$ cat config.mk
export PLATFORM = sky130hd
export DESIGN_NAME = snake_game_ctrl
export DESIGN_NICKNAME = d
export VERILOG_FILES = /design/src/rtl/snake_game_ctrl.sv
export SDC_FILE = /design/constraint.sdc
export NUM_CORES = 1
export LEC_CHECK = 0
export BUFFER_PORTS_ARGS = -buffer_cell sky130_fd_sc_hd__buf_2
export CORE_MARGIN = 2
export CORE_UTILIZATION = 45
export CTS_CLUSTER_SIZE = 25
export DETAILED_ROUTE_END_ITERATION = 8
export PLACE_DENSITY = 0.68
export SLEW_MARGIN = 15
export SYNTH_ARGS = -nofsm -noshare
export SYNTH_HDL_FRONTEND = slang
export SYNTH_SLANG_ARGS = --single-unit
$ cat constraint.sdc
create_clock -name frame_clk -period 5.9 [get_ports frame_clk]
set_clock_uncertainty 0.05 [all_clocks]
set_input_delay 0 -clock frame_clk [delete_from_list [all_inputs] [get_ports frame_clk]]
set_output_delay 0 -clock frame_clk [all_outputs]
set_load 0.05 [all_outputs]
$ cat src/rtl/snake_game_ctrl.sv
`default_nettype none
// +----------------------------------------------------------------------+
// | Module   : snake_game_ctrl                                            |
// | Brief    : Snake game flow FSM: heading control, step timing, wall   |
// |            look-ahead, food scoring and grow pulses.                  |
// | Revision : 1.0  initial release                                       |
// +----------------------------------------------------------------------+
module snake_game_ctrl #(
   parameter int STEP_PERIOD = 4,
   parameter int STEP_SIZE   = 4,
   parameter int X_MIN       = 2,
   parameter int X_MAX       = 639,
   parameter int Y_MIN       = 2,
   parameter int Y_MAX       = 479,
   parameter int SCORE_W     = 8
) (
   input  logic               frame_clk,
   input  logic               Reset,
   input  logic [7:0]         keycode,
   input  logic [9:0]         head_x,
   input  logic [9:0]         head_y,
   input  logic [9:0]         head_s,
   input  logic               food_hit,
   output logic [1:0]         state,
   output logic [1:0]         dir,
   output logic               step,
   output logic [9:0]         motion_x,
   output logic [9:0]         motion_y,
   output logic               grow,
   output logic [SCORE_W-1:0] score,
   output logic               game_over
);

   typedef enum logic [1:0] {
      S_IDLE = 2'd0,
      S_RUN  = 2'd1,
      S_DEAD = 2'd2
   } state_t;

   localparam logic [1:0] c_DIR_RIGHT = 2'd0;
   localparam logic [1:0] c_DIR_LEFT  = 2'd1;
   localparam logic [1:0] c_DIR_DOWN  = 2'd2;
   localparam logic [1:0] c_DIR_UP    = 2'd3;

   localparam logic [7:0] c_KEY_A     = 8'h04;
   localparam logic [7:0] c_KEY_D     = 8'h07;
   localparam logic [7:0] c_KEY_S     = 8'h16;
   localparam logic [7:0] c_KEY_W     = 8'h1A;
   localparam logic [7:0] c_KEY_SPACE = 8'h2C;

   localparam int                 c_CNT_W    = $clog2(STEP_PERIOD);
   localparam logic [c_CNT_W-1:0] c_CNT_LAST = c_CNT_W'(STEP_PERIOD - 1);

   localparam logic signed [11:0] c_STEP  = 12'(STEP_SIZE);
   localparam logic signed [11:0] c_X_MIN = 12'(X_MIN);
   localparam logic signed [11:0] c_X_MAX = 12'(X_MAX);
   localparam logic signed [11:0] c_Y_MIN = 12'(Y_MIN);
   localparam logic signed [11:0] c_Y_MAX = 12'(Y_MAX);
   localparam logic [9:0]         c_POS   = 10'(STEP_SIZE);
   localparam logic [9:0]         c_NEG   = 10'(-STEP_SIZE);
   localparam logic [SCORE_W-1:0] c_SCORE_MAX = {SCORE_W{1'b1}};

   state_t               r_state,  w_state_nxt;
   logic [1:0]           r_dir,    w_dir_nxt;
   logic [1:0]           r_pend,   w_pend_nxt;
   logic                 r_step,   w_step_nxt;
   logic [9:0]           r_mx,     w_mx_nxt;
   logic [9:0]           r_my,     w_my_nxt;
   logic                 r_grow,   w_grow_nxt;
   logic [SCORE_W-1:0]   r_score,  w_score_nxt;
   logic                 r_go,     w_go_nxt;
   logic [c_CNT_W-1:0]   r_cnt,    w_cnt_nxt;
   logic                 r_hit_d;

   logic                 w_key_ok;
   logic [1:0]           w_key_dir;
   logic                 w_food_rise;
   logic                 w_due;
   logic                 w_fatal;
   logic [1:0]           w_ref_dir;
   logic signed [11:0]   w_hx, w_hy, w_hs;
   logic signed [11:0]   w_next, w_lo, w_hi;
   logic [9:0]           w_dx, w_dy;

   always_comb begin
      w_key_ok  = 1'b1;
      w_key_dir = c_DIR_RIGHT;
      case (keycode)
         c_KEY_D: w_key_dir = c_DIR_RIGHT;
         c_KEY_A: w_key_dir = c_DIR_LEFT;
         c_KEY_S: w_key_dir = c_DIR_DOWN;
         c_KEY_W: w_key_dir = c_DIR_UP;
         default: w_key_ok  = 1'b0;
      endcase
   end

   assign w_hx        = {2'b00, head_x};
   assign w_hy        = {2'b00, head_y};
   assign w_hs        = {2'b00, head_s};
   assign w_food_rise = food_hit & ~r_hit_d;
   assign w_due       = (r_state == S_RUN) && (r_cnt == c_CNT_LAST);

   // Look-ahead: where the head would land if the pending heading were stepped now
   always_comb begin
      w_next = w_hx + c_STEP;
      w_lo   = c_X_MIN;
      w_hi   = c_X_MAX;
      w_dx   = c_POS;
      w_dy   = 10'd0;
      case (r_pend)
         c_DIR_RIGHT: begin
            w_next = w_hx + c_STEP;
            w_dx   = c_POS;
         end
         c_DIR_LEFT: begin
            w_next = w_hx - c_STEP;
            w_dx   = c_NEG;
         end
         c_DIR_DOWN: begin
            w_next = w_hy + c_STEP;
            w_lo   = c_Y_MIN;
            w_hi   = c_Y_MAX;
            w_dx   = 10'd0;
            w_dy   = c_POS;
         end
         default: begin
            w_next = w_hy - c_STEP;
            w_lo   = c_Y_MIN;
            w_hi   = c_Y_MAX;
            w_dx   = 10'd0;
            w_dy   = c_NEG;
         end
      endcase
   end

   assign w_fatal   = ((w_next + w_hs) >= w_hi) || ((w_next - w_hs) <= w_lo);
   // On a step edge the new heading is the pending one, so legality is judged against it
   assign w_ref_dir = (w_due && !w_fatal) ? r_pend : r_dir;

   always_comb begin
      w_state_nxt = r_state;
      w_dir_nxt   = r_dir;
      w_pend_nxt  = r_pend;
      w_step_nxt  = 1'b0;
      w_mx_nxt    = r_mx;
      w_my_nxt    = r_my;
      w_grow_nxt  = 1'b0;
      w_score_nxt = r_score;
      w_go_nxt    = r_go;
      w_cnt_nxt   = r_cnt;
      case (r_state)
         S_IDLE: begin
            w_cnt_nxt = '0;
            w_mx_nxt  = 10'd0;
            w_my_nxt  = 10'd0;
            if (w_key_ok) begin
               w_dir_nxt   = w_key_dir;
               w_pend_nxt  = w_key_dir;
               w_state_nxt = S_RUN;
            end
         end
         S_RUN: begin
            if (w_key_ok && (w_key_dir[1] != w_ref_dir[1])) begin
               w_pend_nxt = w_key_dir;
            end
            if (w_due) begin
               w_cnt_nxt = '0;
            end else begin
               w_cnt_nxt = r_cnt + c_CNT_W'(1);
            end
            if (w_due && w_fatal) begin
               w_state_nxt = S_DEAD;
               w_go_nxt    = 1'b1;
               w_mx_nxt    = 10'd0;
               w_my_nxt    = 10'd0;
            end else begin
               if (w_due) begin
                  w_step_nxt = 1'b1;
                  w_dir_nxt  = r_pend;
                  w_mx_nxt   = w_dx;
                  w_my_nxt   = w_dy;
               end
               if (w_food_rise) begin
                  w_grow_nxt = 1'b1;
                  if (r_score != c_SCORE_MAX) begin
                     w_score_nxt = r_score + SCORE_W'(1);
                  end
               end
            end
         end
         S_DEAD: begin
            w_cnt_nxt = '0;
            w_mx_nxt  = 10'd0;
            w_my_nxt  = 10'd0;
            if (keycode == c_KEY_SPACE) begin
               w_state_nxt = S_IDLE;
               w_score_nxt = '0;
               w_go_nxt    = 1'b0;
               w_dir_nxt   = c_DIR_RIGHT;
               w_pend_nxt  = c_DIR_RIGHT;
            end
         end
         default: begin
            w_state_nxt = S_IDLE;
         end
      endcase
   end

   always_ff @(posedge frame_clk or posedge Reset) begin
      if (Reset) begin
         r_state <= S_IDLE;
         r_dir   <= c_DIR_RIGHT;
         r_pend  <= c_DIR_RIGHT;
         r_step  <= 1'b0;
         r_mx    <= 10'd0;
         r_my    <= 10'd0;
         r_grow  <= 1'b0;
         r_score <= '0;
         r_go    <= 1'b0;
         r_cnt   <= '0;
         r_hit_d <= 1'b0;
      end else begin
         r_state <= w_state_nxt;
         r_dir   <= w_dir_nxt;
         r_pend  <= w_pend_nxt;
         r_step  <= w_step_nxt;
         r_mx    <= w_mx_nxt;
         r_my    <= w_my_nxt;
         r_grow  <= w_grow_nxt;
         r_score <= w_score_nxt;
         r_go    <= w_go_nxt;
         r_cnt   <= w_cnt_nxt;
         r_hit_d <= food_hit;
      end
   end

   assign state     = r_state;
   assign dir       = r_dir;
   assign step      = r_step;
   assign motion_x  = r_mx;
   assign motion_y  = r_my;
   assign grow      = r_grow;
   assign score     = r_score;
   assign game_over = r_go;

endmodule
`default_nettype wire

# --- Word level (Yosys, flattened, before mapping) ---
# Cells that the tools add are included.
# Widths: inputs -> output; s select.
op_classes:
  addsub: 8
  n_lt_le_gt_ge: 2
  n_eq_ne: 21
  muxes: 39
  bitwise: 2
  n_reduce_logical: 20
ops:
  columns: ["cell", "count"]
  rows:
  - ["$pmux 10 s2", 4]
  - ["$mux 10", 5]
  - ["$pmux 12 s3", 1]
  - ["$mux 8", 4]
  - ["$pmux 2 s3", 4]
  - ["$add 10x3->11 const B", 2]
  - ["$sub 10x3->11 const B", 2]
  - ["$mux 2", 9]
  - ["$eq 8x3->1 const B", 2]
  - ["$eq 8x5->1 const B", 2]
  - ["$pmux 8 s2", 1]
  - ["$add 12x11->12", 1]
  - ["$ge 12x12->1", 1]
  - ["$le 12x3->1 const B", 1]
  - ["$sub 12x11->12", 1]
  - ["$ne 2x2->1 const B", 5]
  - ["$reduce_and 5->1", 2]
  - ["$mux 1", 9]
  - ["$add 8x1->8 const B", 1]
  - ["$eq 8x6->1 const B", 1]
  - ["$ne 8x8->1 const B", 1]
  - ["$eq 2x2->1 const B", 3]
  - ["$ne 2x1->1 const B", 3]
  - ["$reduce_and 3->1", 2]
  - ["other kinds (18)", 25]
word_totals:
  ff_bits: 40
  wordCells: 103

# --- Logic depth before layout (Yosys ltp) ---
depth:
  depth_word: 12
  mapped_depth: 25
  ltp_nobuf: 22

# --- Least setup slack after synthesis ---
# Ideal clock, no wire load.
synth_timing:
  kind: "reg2reg"
  start: "reg r_pend[1]"
  end: "reg r_mx[8] (netlist: motion_x[8])"
  setup_time_ns: 0.069
  arrival_ns: 4.748
  t_required_ns: 5.781
  setup_slack_ns: 1.032
  stages_incl_launch_ff: 20
  n_path_buf: 3
  cell_sequence: "dfrtp_1 clkbuf_1 clkbuf_1 clkbuf_1 mux2_2 ha_1 nor2_1 a221oi_1 o31ai_1 a21boi_0 o21bai_1 a21oi_1 xnor2_1 ha_1 a21oi_1 nand3_1 o31ai_4 a31oi_4 nor4_1 a32o_1"
synth_between:
  elab_chain_len: 8
  elab_cells_between_ends: 18
synth_rtl:
  columns: ["item", "line_no", "text"]
  rows:
  - ["start: declaration", "65", "logic [1:0] r_pend, w_pend_nxt;"]
  - ["start signal: assignment", "213", "r_pend <= c_DIR_RIGHT;"]
  - ["start signal: assignment", "225", "r_pend <= w_pend_nxt;"]
  - ["$eq 2x2->1, or another cell as far along", "110", "case (r_pend)"]
  - ["$pmux 12 s3 / $reduce_or 2->1 (equally long branches)", null, null]
  - ["$add 12x11->12, or another cell as far along", "136", "assign w_fatal = ((w_next + w_hs) >= w_hi) || ((w_next - w_hs) <= w_lo);"]
  - ["$ge 12x12->1 / $le 12x3->1 (equally long branches)", "136", null]
  - ["$logic_or 1x1->1", "136", null]
  - ["$logic_and 1x1->1", "171", "if (w_due && w_fatal) begin"]
  - ["$mux 10 / $ne 3x2->1 (equally long branches)", null, null]
  - ["$pmux 10 s2 / $reduce_and 2->1 (equally long branches)", null, null]
  - ["end signal: assignment", "227", "r_mx <= w_mx_nxt;"]
  - ["end: declaration", "67", "logic [9:0] r_mx, w_mx_nxt;"]
# Several ways; a longest one is shown, not always the timed one. The select of a mux whose other input is x is not followed.
# A chain may end at the register's enable or synchronous reset.

# --- Worst setup path after layout ---
layout_timing:
  start: "reg r_pend[0]"
  end: "reg r_my[8] (netlist: motion_y[8])"
layout_between:
  elab_chain_len: 8
  elab_cells_between_ends: 18
layout_rtl:
  columns: ["item", "line_no", "text"]
  rows:
  - ["$eq 2x2->1, or another cell as far along", "110", null]
  - ["$pmux 12 s3 / $reduce_or 2->1 (equally long branches)", null, null]
  - ["$add 12x11->12, or another cell as far along", "136", null]
  - ["$ge 12x12->1 / $le 12x3->1 (equally long branches)", "136", null]
  - ["$logic_or 1x1->1", "136", null]
  - ["$logic_and 1x1->1", "171", null]
  - ["$mux 10 / $ne 3x2->1 (equally long branches)", null, null]
  - ["$pmux 10 s2 / $reduce_and 2->1 (equally long branches)", null, null]
  - ["end signal: assignment", "228", "r_my <= w_my_nxt;"]
  - ["end: declaration", "68", "logic [9:0] r_my, w_my_nxt;"]
# Several ways; a longest one is shown, not always the timed one. The select of a mux whose other input is x is not followed.

==> results.sh <==
export IMPL_status="finished, final reports clean"
export IMPL_core_area_sq_um=7250
export IMPL_final_common_cell="buf_2"
export IMPL_relSlewSlack_pct=42.8
export IMPL_criticalPathCategory="reg2reg"
export IMPL_grt_pass1_vias=2948
export IMPL_wl_per_cell_um=14.0
export IMPL_cap_violations=0
export IMPL_start_util_pct=46.6
export IMPL_place_congestion=0.993
export IMPL_cts_sinks=24
export IMPL_dp_final_hpwl_mm=6.52
export IMPL_p_per_area_nw_per_um2=248
export IMPL_syn_inst=424
export IMPL_cp_arrival_ps=5390
export IMPL_grt_use_total_pct=19.2
export IMPL_ff2ff_path_depth=20
export IMPL_setup_tns_ps=0
export IMPL_power_switching_uw=465
export IMPL_irDropWorstVdd_mv=0.109
export IMPL_p_comb_share_pct=62.5
export IMPL_period_needed_ps=5240
export IMPL_drv_slew=0
export IMPL_die_y_um=90.6
export IMPL_endpoint_kind="register"
export IMPL_crit_start="r_pend[0]$_DFFE_PP0P_"
export IMPL_area_sequential_sq_um=601
export IMPL_instances_no_fill=571
export IMPL_port_buffers=71
export IMPL_clk_pin_slew_ps=90
export IMPL_dieWidth_um=90.6
export IMPL_root_buffer="clkbuf_8"
export IMPL_synthArstFlopShare_pct=100
export IMPL_finalCritPeriodShare_pct=88.8
export IMPL_gr_usage_met1_pct=25.3
export IMPL_p_leak_uw=0.00173
export IMPL_r2r_start="r_pend[0]$_DFFE_PP0P_"
export IMPL_hold_viol=0
export IMPL_hold_class="in2reg"
export IMPL_wl_mm=7.98
export IMPL_die_area_sq_um=8210
export IMPL_num_antenna_cells=0
export IMPL_synth_cell_type_count=63
export IMPL_firstDrtPassIters=4
export IMPL_clkPwrFrac_pct=12.0
export IMPL_synth_edf_count=0
export IMPL_pwr_share_seq_pct=25.5
export IMPL_viasPerCell=5.52
export IMPL_antenna_found_initial=0
export IMPL_grt_pass1_wl_mm=13.5
export IMPL_std_cell_rows=31
export IMPL_syn_to_final_growth_pct=10.8
export IMPL_sw_frac_of_total_pct=50.1
export IMPL_cp_max_fo=13
export IMPL_multiInputGateArea_sq_um=2460
export IMPL_synthesis_area_sq_um=3380
export IMPL_vias=3152
export IMPL_synth_flop_cell="dfrtp_1"
export IMPL_cts_max_path_buffers=2
export IMPL_grt_met3_usage_pct=1.50
export IMPL_worstReg2RegEnd="motion_y[8]$_DFFE_PP0P_"
export IMPL_worst_pin_slew_ps=857
export IMPL_post_route_drc_count=0
export IMPL_start_kind="register"
export IMPL_grt_overflow=0
export IMPL_syn_area_per_cell_sq_um=7.96
export IMPL_clk_latency_ps=260
export IMPL_final_cell_mix="buf_2 (71), nand2_1 (35), ha_1 (35)"
export IMPL_seq_area_frac_synth_pct=17.8
export IMPL_io_pin_count=76
export IMPL_rsz0062_at_grt="no"
export IMPL_busiest_layer="met2"
export IMPL_cts_tree="done"
export IMPL_whs_path_depth=4
export IMPL_ant_nets=0
export IMPL_timing_fmax_mhz=191
export IMPL_cts_buffers_inserted=3
export IMPL_setup_violations=0
export IMPL_grtUsageMet2_pct=33.7
export IMPL_cts_resized=0
export IMPL_grt_max_degree=37
export IMPL_synth_warnings=0
export IMPL_drive_gt1_share_pct=20.6
export IMPL_p_int_uw=463
export IMPL_ys_seq_elements=24
export IMPL_drt_iter0_drc=125
export IMPL_cp_required_ps=6050
export IMPL_place_inst=565
export IMPL_endpoint="motion_y[8]$_DFFE_PP0P_"
export IMPL_nFillCells=735
export IMPL_nets=551
export IMPL_r2r_setup_slack_ps=660
export IMPL_cts_max_level=1
what timing repair did:
action | 4_1_cts | 5_1_grt
hold endpoints to repair | 26 | 0
hold buffers | 2 | 0
setup buffers | 0 | 0
per-stage QoR:
step                util (%)  instance area (sq um)  hold WS [ps]  worst slack [ps]  total power, uW
floorplan                  -                   3390         -35.4              1030              691
global placement        50.6                   3670          88.2               795              806
detailed placement      50.6                   3670          85.6               703              815
CTS                     51.6                   3740           111               691              931
global route            51.6                   3740           146               194             1000
finish                  51.6                   3740           114               661              928
power by group through the flow:
| stage | Sequential [uW] | Clock, uW | Combinational (uW) |
|---|---|---|---|
| finish | 237 | 111 | 580 |
| detailed placement | 240 | 0 | 575 |
| global placement | 237 | 0 | 569 |
| floorplan | 325 | 0 | 366 |
| global route | 243 | 119 | 640 |
| CTS | 236 | 114 | 581 |
cells in the mapped netlist (all sizes together) (6+ instances only):
library cell | count | area [sq um]
ha | 35 | 438
nand2 | 35 | 131
o21ai | 30 | 150
inv | 29 | 109
nor2 | 26 | 97.6
dfrtp | 24 | 601
buf | 21 | 166
a21oi | 19 | 95.1
xnor2 | 18 | 158
xor2 | 16 | 140
nor3 | 15 | 80.1
nand3 | 14 | 70.1
clkbuf | 13 | 48.8
mux2i | 9 | 90.1
nand2b | 9 | 56.3
o211ai | 9 | 67.6
o31ai | 7 | 71.3
and3 | 6 | 37.5
mux2 | 6 | 71.3
nand4 | 6 | 37.5
layout make-up:
| class | instances | share of cell area (%) |
|---|---|---|
| clock buffer | 4 | 1.47 |
| tap | 99 | 3.31 |
| inverter | 29 | 2.91 |
| timing repair buffer | 75 | 10.4 |
| sequential | 24 | 16.0 |
| multi-input combinational | 340 | 65.8 |
state kept, by name, summed over array words and instances, names as in the netlist:
signal,cells
motion_x,2
grow,1
r_cnt,2
dir,2
score,8
r_hit_d,1
r_pend,2
step,1
motion_y,2
game_over,1
state,2
logic make-up after synthesis:
logic type	synth area share [%]
mux	4.78
xor+xnor	8.82
simple gates	22.0
buf+inv	9.60
flops	17.8
compound gates	22.8
other cells	0.111
fa+ha+maj	14.2
layer usage:
metal | part of all wire (%) | vias to the layer above
met3 | 3.4 | 12
met5 | 0 | -
li1 | - | 1595
met2 | 48 | 79
met4 | 1.8 | 0
met1 | 47 | 1466
critical path, cell delays in order, from the launching register on:
cell	delay, ps
dfrtp_1	380
nand2b_1	290
o21ai_0	310
ha_1	270
o21ai_0	120
xnor2_1	150
o21ai_0	120
ha_1	400
inv_1	130
a211oi_1	340
a21oi_1	100
or2_2	290
xnor2_1	130
ha_1	290
a21o_1	160
a21oi_1	130
nand3_1	110
o31ai_4	350
a31oi_4	230
nor4_1	570
a32o_1	250
worst min-delay path by stage:
stage / from / endpoint / slack (ps)
after global placement: food_hit / r_hit_d$_DFF_PP0_ / 90
after floorplan: Reset / dir[0]$_DFFE_PP0P_ / -40
after detailed placement: food_hit / r_hit_d$_DFF_PP0_ / 90
after global routing: keycode[6] / r_pend[0]$_DFFE_PP0P_ / 150
final: keycode[6] / r_pend[0]$_DFFE_PP0P_ / 110
after CTS: keycode[6] / r_pend[0]$_DFFE_PP0P_ / 110
Note: power is estimated with default switching activity, not from simulation.
